$ cat config.mk
export PLATFORM = sky130hd
export DESIGN_NAME = videogen_timing
export DESIGN_NICKNAME = d
export VERILOG_FILES = /design/src/rtl/videogen_pkg.sv /design/src/rtl/video_sync_delay.sv /design/src/rtl/videogen_timing.sv
export SDC_FILE = /design/constraint.sdc
export NUM_CORES = 1
export LEC_CHECK = 0
export CAP_MARGIN = 40
export CORE_ASPECT_RATIO = 1.75
export CORE_UTILIZATION = 28
export CTS_CLUSTER_SIZE = 14
export DETAILED_ROUTE_END_ITERATION = 7
export HOLD_SLACK_MARGIN = 0.02
export RECOVER_POWER = 100
export SKIP_CTS_REPAIR_TIMING = 1
export SKIP_LAST_GASP = 1
export SYNTH_ARGS = -nofsm -noshare
export SYNTH_HDL_FRONTEND = slang
export SYNTH_SLANG_ARGS = --single-unit
$ cat constraint.sdc
create_clock -name pclk -period 2.7 [get_ports pclk]
set_input_delay 0.27 -clock pclk [delete_from_list [all_inputs] [get_ports pclk]]
set_output_delay 0.27 -clock pclk [all_outputs]
set_load 0.02 [all_outputs]
$ cat src/rtl/videogen_pkg.sv
// Shared 720x480@59.94 timing constants, counter widths and colour-stage border sizes.
package videogen_pkg;

   localparam int X_W = 12;
   localparam int Y_W = 11;

   localparam int VG_H_SYNCLEN   = 62;
   localparam int VG_H_BACKPORCH = 60;
   localparam int VG_H_ACTIVE    = 720;
   localparam int VG_H_TOTAL     = 858;
   localparam int VG_V_SYNCLEN   = 6;
   localparam int VG_V_BACKPORCH = 30;
   localparam int VG_V_ACTIVE    = 480;
   localparam int VG_V_TOTAL     = 525;
   localparam int VG_SYNC_DELAY  = 1;

   localparam int VG_OVERSCAN_X = 8;
   localparam int VG_OVERSCAN_Y = 8;
   localparam int VG_BORDER_W   = 2;

   // Bit positions inside the sync/DE delay line, all carried active-high.
   localparam int SB_HS = 0;
   localparam int SB_VS = 1;
   localparam int SB_DE = 2;
   localparam int SB_CS = 3;
`ifdef VIDEOGEN_TIMING_CSYNC_EN
   localparam int SYNC_W = 4;
`else
   localparam int SYNC_W = 3;
`endif

endpackage

$ cat src/rtl/video_sync_delay.sv
// Fixed-depth shift register with async active-low clear; DEPTH=0 is a wire.
module video_sync_delay #(
   parameter int             W     = 1,
   parameter int             DEPTH = 1,
   parameter logic [W-1:0]   RST   = '0
) (
   input  logic         pclk,
   input  logic         reset_n,
   input  logic [W-1:0] d,
   output logic [W-1:0] q
);

   generate
      if (DEPTH == 0) begin : g_bypass
         assign q = d;
      end else begin : g_pipe
         logic [DEPTH-1:0][W-1:0] pipe;

         always_ff @(posedge pclk or negedge reset_n) begin
            if (!reset_n) begin
               pipe <= {DEPTH{RST}};
            end else begin
               pipe[0] <= d;
               for (int i = 1; i < DEPTH; i++) pipe[i] <= pipe[i-1];
            end
         end

         assign q = pipe[DEPTH-1];
      end
   endgenerate

endmodule

$ cat src/rtl/videogen_timing.sv
// Free-running raster timing generator feeding the test-pattern colour stage.
// Define VIDEOGEN_TIMING_CSYNC_EN to drive XOR-serrated composite sync on csync_n.
module videogen_timing
   import videogen_pkg::*;
#(
   parameter int H_SYNCLEN   = VG_H_SYNCLEN,
   parameter int H_BACKPORCH = VG_H_BACKPORCH,
   parameter int H_ACTIVE    = VG_H_ACTIVE,
   parameter int H_TOTAL     = VG_H_TOTAL,
   parameter int V_SYNCLEN   = VG_V_SYNCLEN,
   parameter int V_BACKPORCH = VG_V_BACKPORCH,
   parameter int V_ACTIVE    = VG_V_ACTIVE,
   parameter int V_TOTAL     = VG_V_TOTAL,
   parameter int SYNC_DELAY  = VG_SYNC_DELAY
) (
   input  logic           pclk,
   input  logic           reset_n,
   input  logic           enable,
   output logic [X_W-1:0] xpos,
   output logic [Y_W-1:0] ypos,
   output logic           hsync_n,
   output logic           vsync_n,
   output logic           de,
   output logic           csync_n,
   output logic           frame_start
);

   localparam logic [X_W-1:0] H_LAST     = X_W'(H_TOTAL - 1);
   localparam logic [X_W-1:0] H_SYNC_END = X_W'(H_SYNCLEN);
   localparam logic [X_W-1:0] H_ACT_BEG  = X_W'(H_SYNCLEN + H_BACKPORCH);
   localparam logic [X_W-1:0] H_ACT_END  = X_W'(H_SYNCLEN + H_BACKPORCH + H_ACTIVE);
   localparam logic [Y_W-1:0] V_LAST     = Y_W'(V_TOTAL - 1);
   localparam logic [Y_W-1:0] V_SYNC_END = Y_W'(V_SYNCLEN);
   localparam logic [Y_W-1:0] V_ACT_BEG  = Y_W'(V_SYNCLEN + V_BACKPORCH);
   localparam logic [Y_W-1:0] V_ACT_END  = Y_W'(V_SYNCLEN + V_BACKPORCH + V_ACTIVE);

   logic [X_W-1:0]    h_cnt;
   logic [Y_W-1:0]    v_cnt;
   logic              hs_act, vs_act, h_act, v_act;
   logic [SYNC_W-1:0] s1_sync, dly_sync;

   always_comb begin
      hs_act = h_cnt < H_SYNC_END;
      vs_act = v_cnt < V_SYNC_END;
      h_act  = (h_cnt >= H_ACT_BEG) && (h_cnt < H_ACT_END);
      v_act  = (v_cnt >= V_ACT_BEG) && (v_cnt < V_ACT_END);
   end

   // Stage 1: counters plus registered coordinates and active-high sync flags.
   // While disabled the flags are forced idle so the delay line drains inactive.
   always_ff @(posedge pclk or negedge reset_n) begin
      if (!reset_n) begin
         h_cnt       <= '0;
         v_cnt       <= '0;
         xpos        <= '0;
         ypos        <= '0;
         frame_start <= 1'b0;
         s1_sync     <= '0;
      end else if (!enable) begin
         h_cnt       <= '0;
         v_cnt       <= '0;
         xpos        <= '0;
         ypos        <= '0;
         frame_start <= 1'b0;
         s1_sync     <= '0;
      end else begin
         if (h_cnt == H_LAST) begin
            h_cnt <= '0;
            v_cnt <= (v_cnt == V_LAST) ? '0 : v_cnt + 1'b1;
         end else begin
            h_cnt <= h_cnt + 1'b1;
         end
         xpos           <= h_act ? h_cnt - H_ACT_BEG : '0;
         ypos           <= v_act ? v_cnt - V_ACT_BEG : '0;
         frame_start    <= (h_cnt == '0) && (v_cnt == '0);
         s1_sync[SB_HS] <= hs_act;
         s1_sync[SB_VS] <= vs_act;
         s1_sync[SB_DE] <= h_act && v_act;
`ifdef VIDEOGEN_TIMING_CSYNC_EN
         s1_sync[SB_CS] <= hs_act ^ vs_act;
`endif
      end
   end

   video_sync_delay #(
      .W     (SYNC_W),
      .DEPTH (SYNC_DELAY),
      .RST   ('0)
   ) u_sync_delay (
      .pclk    (pclk),
      .reset_n (reset_n),
      .d       (s1_sync),
      .q       (dly_sync)
   );

   assign hsync_n = ~dly_sync[SB_HS];
   assign vsync_n = ~dly_sync[SB_VS];
   assign de      = dly_sync[SB_DE];
`ifdef VIDEOGEN_TIMING_CSYNC_EN
   assign csync_n = ~dly_sync[SB_CS];
`else
   assign csync_n = 1'b1;
`endif

   generate
      if (H_SYNCLEN + H_BACKPORCH + H_ACTIVE > H_TOTAL) begin : g_bad_h
         $error("videogen_timing: horizontal sync+backporch+active exceeds H_TOTAL");
      end
      if (V_SYNCLEN + V_BACKPORCH + V_ACTIVE > V_TOTAL) begin : g_bad_v
         $error("videogen_timing: vertical sync+backporch+active exceeds V_TOTAL");
      end
   endgenerate

endmodule

==> metrics.md <==
| Metric | Value |
|---|---|
| Pint | 1.17 mW |
| Mapped cell area | about 2700 sq um |
| CTS tree | done |
| Synth Area in Adders | 0.0548 |
| Layout Nets | 315 |
| Sw frac | 0.225 |
| Pre-CTS setup slack | around 0.29 ns |
| Yosys top cell by area | dfrtp_1 |
| Post-Synth Simple-Gate Area | 0.206 |
| Cell count along the critical path | 4 |
| First-pass GRT wire length | a little over 10000 um |
| CP Capture Type | flip-flop |
| Mapped Nets | between 200 and 300 |
| Hpwl dp | approximately 4600 um |
| Fraction of registers with async set or reset after synthesis | 1.00 |
| Placed Instance Area | 3140 sq um |
| Design area | approximately 3300 sq um |
| Yosys Warn Count | 0 |
| Sequential area share after synthesis | 0.484 |
| Synth top area share | 0.484 |
| Cell count after placement | 414 |
| Number of port buffers | 29 |
| Netlist cell types | 51 |
| Initial antenna violation count | 0 |
| Num CTS Buffers | 5 |
| CP Class | reg2reg |
| Status | complete, no violations |
| Worst Clk Skew | 0.00673 ns |
| Worst hold stages | 0 |
| CP Data Arrival Time | ~2.6 ns |
| Worst Reg-to-Reg Cells | 4 |
| Seq pwr share | 0.538 |
| Hold_sp | s1_sync[0] |
| LEAKAGE | 1.51 nW |
| CP Data Required Time | 2.90 ns |
| Area added between synthesis and finish | 18.7% |
| Die X | 76.8 um |
| Final period util | 0.901 |
| Critical path cell sequence | or4_1 -> or4_1 -> a221o_1 -> nor3_1 |
| Placer congestion estimate | 0.854 |
| H-Tree Depth | 2 |
| Fin Setup TNS | 0 ns |
| Number of synthesized flops with an enable pin | 0 |
| Main combinational cell family by area after synthesis | simple AND/OR/NAND/NOR gates |
| Power Dens Cells | about 460 nW/um^2 |
| Unrepaired setup endpoints after global routing | no |
| Relative slew margins | 0.377 |
| Hold Slack | 0.349 ns |
| WP buf/inv | 0 |
| # fillers | 965 |
| CP peak stage delay | 0.66 ns |
| DIE AREA | a little over 10000 sq um |
| Combinational power share | 0.053 |
| Worst slew pin tran | 0.935 ns |
| Compound-cell area share of the yosys netlist | 0.118 |
| Clock sink count | 53 |
| Root buffer cell | clkbuf_16 |
| Worst R2R Start | v_cnt[7] |
| Initial Utilization | 0.289 |
| Synthesized instance count | 277 |
| Design Power | 1.51 mW |
| N_diodes | 0 |
| Max Cap Viol | 0 |
| Initial DRT Pass Iterations | 4 |
| Post-synthesis mux area share | 0.00822 |
| R2R setup slack | about 0.27 ns |
| CP Launch Type | flip-flop |
| Clock Latency Late Sink | 0.29 ns |
| Iteration-0 DRC Markers | 97 |
| Drt wl/cell | ~14 um |
| Synth Flop Type | dfrtp_1 |
| Post-layout min period | 2.43 ns |
| Top Ports | 31 |
| Post-layout util | 0.343 |
| Core box area | 9470 sq um |
| P_sw | 0.338 mW |
| Total grt overflow | 0 |
| Most common cell on crit path | or4_1 |
| Row count | 47 |
| Peak Freq | 0.411 GHz |
| Routed Antenna Nets | 0 |
| Hold Path Class | reg2reg |
| Synth Register Bits | 53 |
| Pin count of the biggest net entering global routing | 39 |
| Register clock-pin slew on the reported worst setup and hold paths | 0.07 ns |
| Drt total wl | roughly 6000 um |
| Power share of the clock group | 0.409 |
| Via count | 2073 |
| CP max FO | 11 |
| Worst Setup EP | ypos[5] |
| Final slew viol count | 0 |
| Worst setup margin | ~0.27 ns |
| Crit-path leading delay family | simple AND/OR/NAND/NOR gates |
| # DRC | 0 |
| Vias in the first global route | 2121 |
| Reg2reg end | ypos[5] |
| Syn_area_per_cell | 9.89 sq um |
| Hold Vio Cnt, Final | 0 |
| Die Span Y | 133 um |
| Top post-synthesis cells by area | dfrtp_1, ha_1, nor2_1 |
| GRT Total Usage | 0.129 |
| Layout cell share with drive strength beyond 1 | 0.0900 |
| XOR/XNOR Fraction of Synth Area | 0.0672 |
| Max VDD drop | 0.230 mV |
| Slowest CP cell | or4_1 |
| CP startpoint | v_cnt[7] |
| Post-Layout Cell Count | 422 |
| # setup viols final | 0 |
| Clk buf depth | 2 |
| Vias/cell | 4.91 |
## power by group through the flow
stage	Combinational [mW]	Clock, mW	Sequential, mW
CTS	0.0846	0.639	0.810
floorplan	0.0451	0	0.824
detailed placement	0.0844	0	0.826
global placement	0.0835	0	0.825
finish	0.0797	0.616	0.810
global route	0.0914	0.667	0.811
## area by class of cell
type / instances / area (sq um) / area share
Inverter: 13 / 48.8 / 0.0150
Multi-Input combinational cell: 187 / 1230 / 0.378
Sequential cell: 53 / 1330 / 0.408
Clock buffer: 5 / 125 / 0.0385
Clock inverter: 2 / 16.3 / 0.00500
Timing Repair Buffer: 40 / 352 / 0.108
Tap cell: 122 / 153 / 0.0470
## state kept, by name, indices dropped and copies added, names as in the netlist
name	cells
frame_start	1
h_cnt	12
xpos	12
s1_sync	3
v_cnt	11
ypos	11
u_sync_delay.q	3
## worst register-to-register path, stage by stage, from the launching register on
cell	delay (ns)
dfrtp_1	0.46
or4_1	0.66
or4_1	0.44
a221o_1	0.53
nor3_1	0.26
## cells in the final DEF (no fill, tap or decap), drive strengths merged, types with 2 or more instances in the layout
master,instances
ha,12
dfrtp,53
o21ai,12
or4,3
or2,2
xnor2,11
nand2,16
o31ai,4
a211oi,2
inv,13
a21oi,6
o41ai,3
and2,3
buf,5
dlygate4sd3,28
or3,4
or3b,2
o211ai,2
a21o,4
nand2b,4
clkbuf,11
nand3,4
nor2,40
xor2,10
nor3,7
mux2,2
and3,2
nor4,13
nand4,4
nand4b,2
## synthesized netlist by cell type, drive strengths merged (2+ instances only)
master and instances:
buf 8, and2 3, o31ai 4, o41ai 3, a211oi 2, nand3 4
inv 13, o21ai 12, a21o 4, a21oi 6, nand2 16, clkbuf 16
and3 2, o211ai 2, or3b 2, dfrtp 53, nor2 40, or4 3
xnor2 11, nand4 4, ha 12, or3 4, mux2 2, nor4 13
or2 2, nand4b 2, xor2 10, nand2b 4, nor3 7
## routing by layer
layer	global-route usage	vias to the layer above	wire length [um]
met3	0.0179	11	133
met4	0.0716	0	184
met1	0.128	1033	2190
met2	0.250	40	3520
met5	0	-	0
li1	-	989	-
## kinds of logic (layout without fill, tap and decap cells)
| family | count (synthesis) | count (layout) |
|---|---|---|
| multiplexers | 2 | 2 |
| AO/OA/AOI/OAI | 43 | 43 |
| XOR/XNOR | 21 | 21 |
| AND/OR/NAND/NOR | 108 | 108 |
| buffers and inverters | 37 | 60 |
| adder cells (fa/ha/maj) | 12 | 12 |
| other | 1 | 1 |
| flip-flops | 53 | 53 |
## worst min path at each step
stage | to | slack [ns]
after CTS | xpos[2] | -0.12
after global placement | h_cnt[8] | 0.18
after global routing | u_sync_delay.q[2] | 0.36
after detailed placement | u_sync_delay.q[0] | 0.20
after floorplan | frame_start | -0.03
final | u_sync_delay.q[0] | 0.35
No activity file was read; power rests on OpenSTA's default activity.
